### src/rtl/key_loader_if.sv
// key_loader pin bundle: load strobe, nibble bus, clear and
// the committed key with its status flags.
interface key_loader_if #(
  parameter int KEY_WIDTH = 16
) ();
  logic                 load_key;
  logic [3:0]           key_data;
  logic                 clear;
  logic [KEY_WIDTH-1:0] key;
  logic                 key_valid;
  logic                 error;
  logic                 locked;
  logic                 busy;

  modport master (
    output load_key, key_data, clear,
    input  key, key_valid, error, locked, busy
  );

  modport slave (
    input  load_key, key_data, clear,
    output key, key_valid, error, locked, busy
  );
endinterface

### src/rtl/key_loader.sv
// key_loader: framed serial key entry with checksum
// verification and lockout after repeated bad frames.
module key_loader #(
  parameter int KEY_WIDTH = 16,
  parameter int MAX_FAILS = 3
) (
  input logic         clk,
  input logic         rst_n,
  key_loader_if.slave bus
);
  localparam int NIBBLES = KEY_WIDTH / 4;
  localparam int CW = $clog2(NIBBLES + 1);

  typedef enum logic [2:0] {
    IDLE, SHIFT, CHECK, DONE, ERR, LOCK
  } state_t;

  state_t               state;
  logic                 load_d;
  logic [KEY_WIDTH-1:0] shift;
  logic [3:0]           csum;
  logic [CW-1:0]        cnt;
  logic [3:0]           fails;
  logic [KEY_WIDTH-1:0] key_q;
  logic                 valid_q;
  logic                 error_q;
  logic                 locked_q;
  logic                 busy_q;

  logic                 ev;
  logic [KEY_WIDTH+3:0] shl;
  logic [3:0]           fails_n;

  assign ev      = bus.load_key & ~load_d;
  assign shl     = {shift, bus.key_data};
  assign fails_n = fails + 4'd1;

  // Frame FSM: edge detect, nibble shift, checksum and lockout.
  always_ff @(posedge clk or negedge rst_n) begin
    if (!rst_n) begin
      state    <= IDLE;
      load_d   <= 1'b0;
      shift    <= '0;
      csum     <= '0;
      cnt      <= '0;
      fails    <= '0;
      key_q    <= '0;
      valid_q  <= 1'b0;
      error_q  <= 1'b0;
      locked_q <= 1'b0;
      busy_q   <= 1'b0;
    end else begin
      load_d <= bus.load_key;
      if (bus.clear && state != LOCK) begin
        state   <= IDLE;
        shift   <= '0;
        csum    <= '0;
        cnt     <= '0;
        key_q   <= '0;
        valid_q <= 1'b0;
        error_q <= 1'b0;
        busy_q  <= 1'b0;
      end else if (ev) begin
        case (state)
          IDLE, SHIFT: begin
            shift  <= shl[KEY_WIDTH-1:0];
            csum   <= csum ^ bus.key_data;
            cnt    <= cnt + CW'(1);
            busy_q <= 1'b1;
            if (cnt == CW'(NIBBLES - 1))
              state <= CHECK;
            else
              state <= SHIFT;
          end
          CHECK: begin
            busy_q <= 1'b0;
            if (bus.key_data == (csum ^ 4'hA)) begin
              key_q   <= shift;
              valid_q <= 1'b1;
              error_q <= 1'b0;
              state   <= DONE;
            end else begin
              error_q <= 1'b1;
              fails   <= fails_n;
              if (fails_n == 4'(MAX_FAILS)) begin
                state    <= LOCK;
                locked_q <= 1'b1;
                key_q    <= '0;
                valid_q  <= 1'b0;
              end else begin
                state <= ERR;
              end
            end
          end
          default: begin
          end
        endcase
      end
    end
  end

  assign bus.key       = key_q;
  assign bus.key_valid = valid_q;
  assign bus.error     = error_q;
  assign bus.locked    = locked_q;
  assign bus.busy      = busy_q;
endmodule

### src/flat_wrapper.sv
// flat-port wrapper written by rule: the top's interface ports become plain ports
module key_loader_flat 
#(
  parameter int KEY_WIDTH = 16,
  parameter int MAX_FAILS = 3
)
  (clk, rst_n, bus_load_key, bus_key_data, bus_clear, bus_key, bus_key_valid, bus_error, bus_locked, bus_busy);
  key_loader_if #(.KEY_WIDTH(KEY_WIDTH)) bus_i ();
  input logic clk;
  input logic rst_n;
  input wire logic [$bits(bus_i.load_key)-1:0] bus_load_key;
  input wire logic [$bits(bus_i.key_data)-1:0] bus_key_data;
  input wire logic [$bits(bus_i.clear)-1:0] bus_clear;
  output wire logic [$bits(bus_i.key)-1:0] bus_key;
  output wire logic [$bits(bus_i.key_valid)-1:0] bus_key_valid;
  output wire logic [$bits(bus_i.error)-1:0] bus_error;
  output wire logic [$bits(bus_i.locked)-1:0] bus_locked;
  output wire logic [$bits(bus_i.busy)-1:0] bus_busy;
  assign bus_i.load_key = bus_load_key;
  assign bus_i.key_data = bus_key_data;
  assign bus_i.clear = bus_clear;
  assign bus_key = bus_i.key;
  assign bus_key_valid = bus_i.key_valid;
  assign bus_error = bus_i.error;
  assign bus_locked = bus_i.locked;
  assign bus_busy = bus_i.busy;
  key_loader #(.KEY_WIDTH(KEY_WIDTH), .MAX_FAILS(MAX_FAILS)) u_core (.clk(clk), .rst_n(rst_n), .bus(bus_i));
endmodule
### config.mk
export PLATFORM = sky130hd
export DESIGN_NAME = key_loader_flat
export DESIGN_NICKNAME = d
export VERILOG_FILES = /design/src/rtl/key_loader_if.sv /design/src/rtl/key_loader.sv /design/src/flat_wrapper.sv
export SDC_FILE = /design/constraint.sdc
export NUM_CORES = 1
export LEC_CHECK = 0
export BUFFER_PORTS_ARGS = -buffer_cell sky130_fd_sc_hd__buf_2
export CAP_MARGIN = 10
export CORE_ASPECT_RATIO = 0.6
export CORE_MARGIN = 2
export CORE_UTILIZATION = 35
export DETAILED_ROUTE_END_ITERATION = 6
export GPL_TIMING_DRIVEN = 0
export HOLD_SLACK_MARGIN = 0.15
export SETUP_SLACK_MARGIN = 0.5
export SLEW_MARGIN = 20
export SYNTH_ARGS = -nofsm -noshare
export SYNTH_HDL_FRONTEND = slang
export SYNTH_SLANG_ARGS = --single-unit
### constraint.sdc
create_clock -name clk -period 2.4 [get_ports clk]
set_clock_uncertainty 0.15 [all_clocks]
set_input_delay 0.48 -clock clk [delete_from_list [all_inputs] [get_ports clk]]
set_output_delay 0.48 -clock clk [all_outputs]
set_load 0.03 [all_outputs]
; Yosys cells after proc, flatten, opt, wreduce, memory -nomap -nowiden
; Index checks and enable logic that the tools add are counted.
[totals]
ram_bits = 0
word_cells = 71
memories = 0
latchBits = 0
mem_bits_ro = 0
reg_bits = 51
[op_classes]
magnitude_cmp = 0
multipliers = 0
n_bitwise = 6
n_shift = 0
n_addsub = 2
n_div = 0
mux = 32
n_reduce_logical = 14
n_eq_ne = 6
[op_table]
columns = operator, n
row1 = 2-to-1 mux 16 bit, 8
row2 = 2-to-1 mux 3 bit, 6
row3 = 2-to-1 mux 1 bit, 12
row4 = 2-to-1 mux 4 bit, 3
row5 = equality test 3 x 2 -> 1 bit (second input constant), 2
row6 = case mux 3 bit (2 select lines), 1
row7 = AND reduction 2 bit, 3
row8 = nonzero test 2 bit, 3
row9 = nonzero test 3 bit, 2
row10 = AND reduction 5 bit, 1
row11 = adder 4 x 1 -> 4 bit (second input constant), 1
row12 = equality test 4 x 2 -> 1 bit (second input constant), 1
row13 = equality test 4 bit, 1
row14 = AND reduction 4 bit, 1
row15 = bitwise XOR 4 bit, 1
row16 = adder 3 x 1 -> 3 bit (second input constant), 1
row17 = equality test 3 x 1 -> 1 bit (second input constant), 1
row18 = zero test 3 bit, 1
row19 = != test 3 bit (second input constant), 1
row20 = inverter 1 bit, 3
row21 = AND reduction 3 bit, 1
row22 = 2-to-1 mux 2 bit, 1
row23 = inverter 2 bit, 1
row24 = case mux 1 bit (2 select lines), 1
row25 = 3 further kinds, 3

; Longest topological paths before layout
[depth]
depth_word = 7
depth_mapped = 7
depth_no_buf = 6

; Worst setup path before layout
; Ideal clock, no wire load.
[synth_path]
kind = register to register
startpoint = reg u_core.fails[0]
endpoint = reg u_core.key_q[0], in the netlist u_core.bus.key[0]
stages_incl_launch_ff = 8
period_less_slack_ns = 2.014
arrival_ns = 1.798
setup_time_ns = 0.066
path_slack_ns = 0.386
path_cell_list = dfrtp_1 inv_1 ha_1 and3_1 a31o_1 o32ai_2 buf_6 a22o_1
[synth_between]
elab_chain_cells = 4
[synth_lines]
columns = item, line
row1 = start: declaration, key_loader.sv:23  ; logic [3:0] fails;
row2 = start signal: assignment, key_loader.sv:84  ; fails <= fails_n;
row3 = adder 4 x 1 -> 4 bit, key_loader.sv:36  ; assign fails_n = fails + 4'd1;
row4 = net u_core.fails_n[0], key_loader.sv:32  ; logic [3:0] fails_n;
row5 = equality test 4 x 2 -> 1 bit, key_loader.sv:85  ; if (fails_n == 4'(MAX_FAILS)) begin
row6 = nonzero test 3 bit (no source line), n/a
row7 = AND reduction 3 bit (no source line), n/a
row8 = end signal: assignment, key_loader.sv:78  ; key_q <= shift;
row9 = end: declaration, key_loader.sv:24  ; logic [KEY_WIDTH-1:0] key_q;
; The timed path passes the listed nets, and every way through them passes these cells.
; A chain may end at the register's enable or synchronous reset.

; Final worst setup path
[layout_path]
startpoint = reg u_core.csum[3]
endpoint = reg u_core.key_q[11], in the netlist u_core.bus.key[11]
[layout_between]
elab_chain_cells = 6
[layout_lines]
columns = item, line
row1 = start: declaration, key_loader.sv:21  ; logic [3:0] csum;
row2 = start signal: assignment, key_loader.sv:67  ; csum <= csum ^ bus.key_data;
row3 = inverter 2 bit (no source line) (*), n/a
row4 = equality test 4 bit (*), key_loader.sv:77  ; if (bus.key_data == (csum ^ 4'hA)) begin
row5 = 2-to-1 mux 16 bit, key_loader.sv:77
row6 = 2-to-1 mux 16 bit, key_loader.sv:64  ; case (state)
row7 = 2-to-1 mux 16 bit, key_loader.sv:63  ; end else if (ev) begin
row8 = 2-to-1 mux 16 bit, key_loader.sv:54  ; if (bus.clear && state != LOCK) begin
; Mark *: on every way between the ends. The rest lies on a longest branch, timed or not. The select of a mux whose other input is x is not followed.

==> results.py <==
metrics = {
    "floorplanning": {
        "die_h_um": 66.31,
        "num_io_pins": 28,
        "initial_utilization_pct": 36.57,
        "dieArea_mm2": 0.007151,
        "core_mm2": 0.006193,
        "fp.dieW_um": 107.8,
        "placementRows": 22,
    },
    "sta": {
        "holdWs_ns": 0.1828,
        "rsz0062_at_grt": "yes",
        "setup-violations-final": 0,
        "drv_slew": 0,
        "hold_viol_final": 0,
        "period_needed_ns": 1.986,
        "worstMarginPinSlew_ns": 0.6312,
        "fmax_mhz": 503.4,
        "relSlewSlack_pct": 57.92,
        "final.setup.tns_ns": 0,
        "fin_crit_sh_pct": 82.77,
    },
    "clocking": {
        "cts_tree": "yes",
        "path_clk_slew_ns": 0.09,
        "clockRootBuffer": "clkbuf_8",
        "cts_num_sinks": 51,
        "htreeDepth": 2,
        "clock_latency_ns": 0.30,
        "clock_path_buffers": 2,
        "cts_buffers": 5,
    },
    "final_layout": {
        "drive_gt1_share_pct": 33.07,
        "diodes": 0,
        "area_growth_pct": 26.69,
        "final_nets": 268,
        "final_util_pct": 46.32,
        "stdcell_count": 341,
        "fin_area_mm2": 0.002869,
    },
    "detailed_routing": {
        "antenna_left": 0,
        "via_per_inst": 4.824,
        "drtPass1Iterations": 5,
        "vias": 1645,
        "first_iter_violations": 61,
        "drc_errors": 0,
        "avgRoutedWirePerCell_um": 15.14,
        "drt-total-wl_um": 5162,
    },
    "min_path": {
        "hold_depth": 1,
        "holdPathEnd": "u_core.load_d$_DFF_PN0_",
        "hold_path.class": "input pin to flop",
        "hp-start": "bus_load_key",
    },
    "yosys": {
        "synthMostInstantiatedCell": "dfrtp_1",
        "postSynthCellCount": 201,
        "synth_edf_count": 0,
        "yosys_register_bits": 51,
        "synth_top_area_cell": "dfrtp_1",
        "yosysWarnings": 0,
        "netlist_area_mm2": 0.002265,
        "synth_top_flop_cell": "dfrtp_1",
        "ys_seq_area_share_pct": 56.35,
        "netlist_top_cells_count": "dfrtp_1 (51), nand2_1 (41), a21oi_1 (18)",
        "synth_area_leaders": "dfrtp_1 (56%), nand2_1 (6.8%), a22o_1 (6.2%)",
        "syn_nets": 213,
        "synth_area_per_cell_um2": 11.27,
        "synth_cell_types": 43,
        "synth_top_area_share_pct": 56.35,
        "synthArstFlopShare_pct": 100.0,
    },
    "global_routing": {
        "grtUsageTotal_pct": 15.28,
        "overflow": 0,
        "grt_pass1_wl_um": 8293,
        "antenna_found_initial": 0,
        "grt_max_degree": 52,
        "grt_pass1_vias": 1629,
    },
    "setup_path": {
        "critPathRequiredTime_ns": 2.45,
        "cpPeakStageDelay_ns": 0.47,
        "critPathCaptureType": "flop",
        "cp_slowest_cell": "nor4_4",
        "regToRegStartpoint": "u_core.csum[3]$_DFFE_PN0P_",
        "r2r_slack_ns": 0.41,
        "crit_fanout": 10,
        "crit_chain": "xnor2_2, nor4_4, buf_4, o32ai_4, buf_6, a22o_1",
        "arrival_ns": 2.03,
        "rr_endpoint": "u_core.bus.key[11]$_DFFE_PN0P_",
        "start_kind": "flop",
        "critical_path_class": "flop to flop",
        "worstRegToRegCells": 6,
    },
    "power_and_ir_drop": {
        "irDropWorstVdd_uv": 233.6,
        "intPower_w": 0.001134,
        "p_per_area_mw_per_mm2": 529.4,
        "pwr-share-seq_pct": 58.6,
        "p_comb_share_pct": 9.4,
        "swShare_pct": 25.33,
        "p_sw_w": 0.0003847,
        "total_leakage_power_nw": 1.379,
        "pwr-share-clk_pct": 32.0,
    },
    "job": {
        "max_cap_viol_count": 0,
    },
    "placement": {
        "hpwl_um": 3315,
        "numPortBuffers": 27,
        "numPlacedInstances": 312,
        "gp_congestion": 0.8192,
        "place_area_mm2": 0.002537,
    },
    "status": {
        "status": "complete, no violations",
    },
}
## critical path: cells and delay by family (launching register included)
kind                      cells  cell delay, ns
xor gates and xnor gates      1            0.17
DFF                           1            0.42
AOI/OAI and AO/OA             2            0.31
buffers and inverters         2            0.36
and+or+nand+nor               1            0.47
## worst max-delay path by stage
stage	to	from	cells after the start	slack, ns
finish	u_core.bus.key[11]$_DFFE_PN0P_	u_core.csum[3]$_DFFE_PN0P_	6	0.41
global route	u_core.bus.key[8]$_DFFE_PN0P_	u_core.csum[3]$_DFFE_PN0P_	5	0.31
CTS	u_core.bus.key[15]$_DFFE_PN0P_	u_core.csum[0]$_DFFE_PN0P_	5	0.42
detailed placement	u_core.bus.key[15]$_DFFE_PN0P_	bus_key_data[3]	6	0.13
global placement	u_core.bus.key[7]$_DFFE_PN0P_	bus_key_data[3]	6	0.11
floorplan	u_core.fails[2]$_DFFE_PN0P_	bus_clear	5	0.48
## final cells by class
type / instances / area, µm²
well taps: 84 / 105.1
inverters: 4 / 15.01
clock inverters: 2 / 12.51
fillers: 595 / 3324
plain buffers: 11 / 90.09
flip-flops and latches: 51 / 1280
repair buffers: 48 / 309.0
clock buffers: 6 / 72.57
multi-input cells: 135 / 984.7
## metal layers
metal  share of wire (%)  vias up  track usage (%)
met3                 3.1        6            4.039
met5                   0        -                0
met1                  56      802            24.51
li1                    -      810                -
met2                  40       27            19.81
met4                0.74        0            3.365
## power by group through the flow
stage | Combinational [W] | Clock, W | Sequential (W)
after floorplan | 0.0000717 | 0 | 0.000905
after global placement | 0.000120 | 0 | 0.000905
after detailed placement | 0.000122 | 0 | 0.000905
after CTS | 0.000138 | 0.000508 | 0.000889
after global routing | 0.000157 | 0.000550 | 0.000892
final | 0.000143 | 0.000486 | 0.000890
## flip-flops by register name, summed over array words and instances (netlist names)
name                  flops
u_core.load_d             1
u_core.bus.key           16
u_core.bus.locked         1
u_core.bus.key_valid      1
u_core.cnt                3
u_core.bus.busy           1
u_core.csum               4
u_core.fails              4
u_core.shift             16
u_core.bus.error          1
u_core.state              3
## placed cells by master (no fill, tap or decap), drive strengths merged, types with 2 or more instances in the layout
master,Yosys,final
nand2b,4,4
clkbuf,5,10
xnor2,6,6
inv,4,4
a22o,16,16
nor4b,3,3
mux2i,2,2
nor4,2,2
ha,4,4
nand2,41,41
xor2,6,6
buf,6,54
nor2,8,8
nor3b,2,2
o32ai,2,2
a21oi,18,18
dfrtp,51,51
nand3,3,3
## what timing repair did
item,CTS,global route
hold buffers,1,0
setup buffers,16,3
gates cloned,0,1
setup endpoints to repair,42,40
pin swaps,6,8
endpoints found under the hold margin,51,0
gates resized for setup,11,16
## metrics by stage
step	setup WS [ns]	power, W
6_report	0.4135	0.001519
3_5_place_dp	0.1254	0.001027
2_1_floorplan	0.4818	0.0009765
3_3_place_gp	0.1146	0.001025
5_1_grt	0.3135	0.001600
4_1_cts	0.4210	0.001535
## cell families (layout without fill, tap and decap cells)
kind of cell	Yosys count	count (layout)	synth area share, %
xor+xnor	12	12	4.641
flops	51	51	56.35
mux	2	2	0.8840
compound gates	46	46	14.64
simple gates	71	71	17.24
buf+inv	15	71	4.033
fa+ha+maj	4	4	2.210
Note: power is estimated with default switching activity, not from simulation.
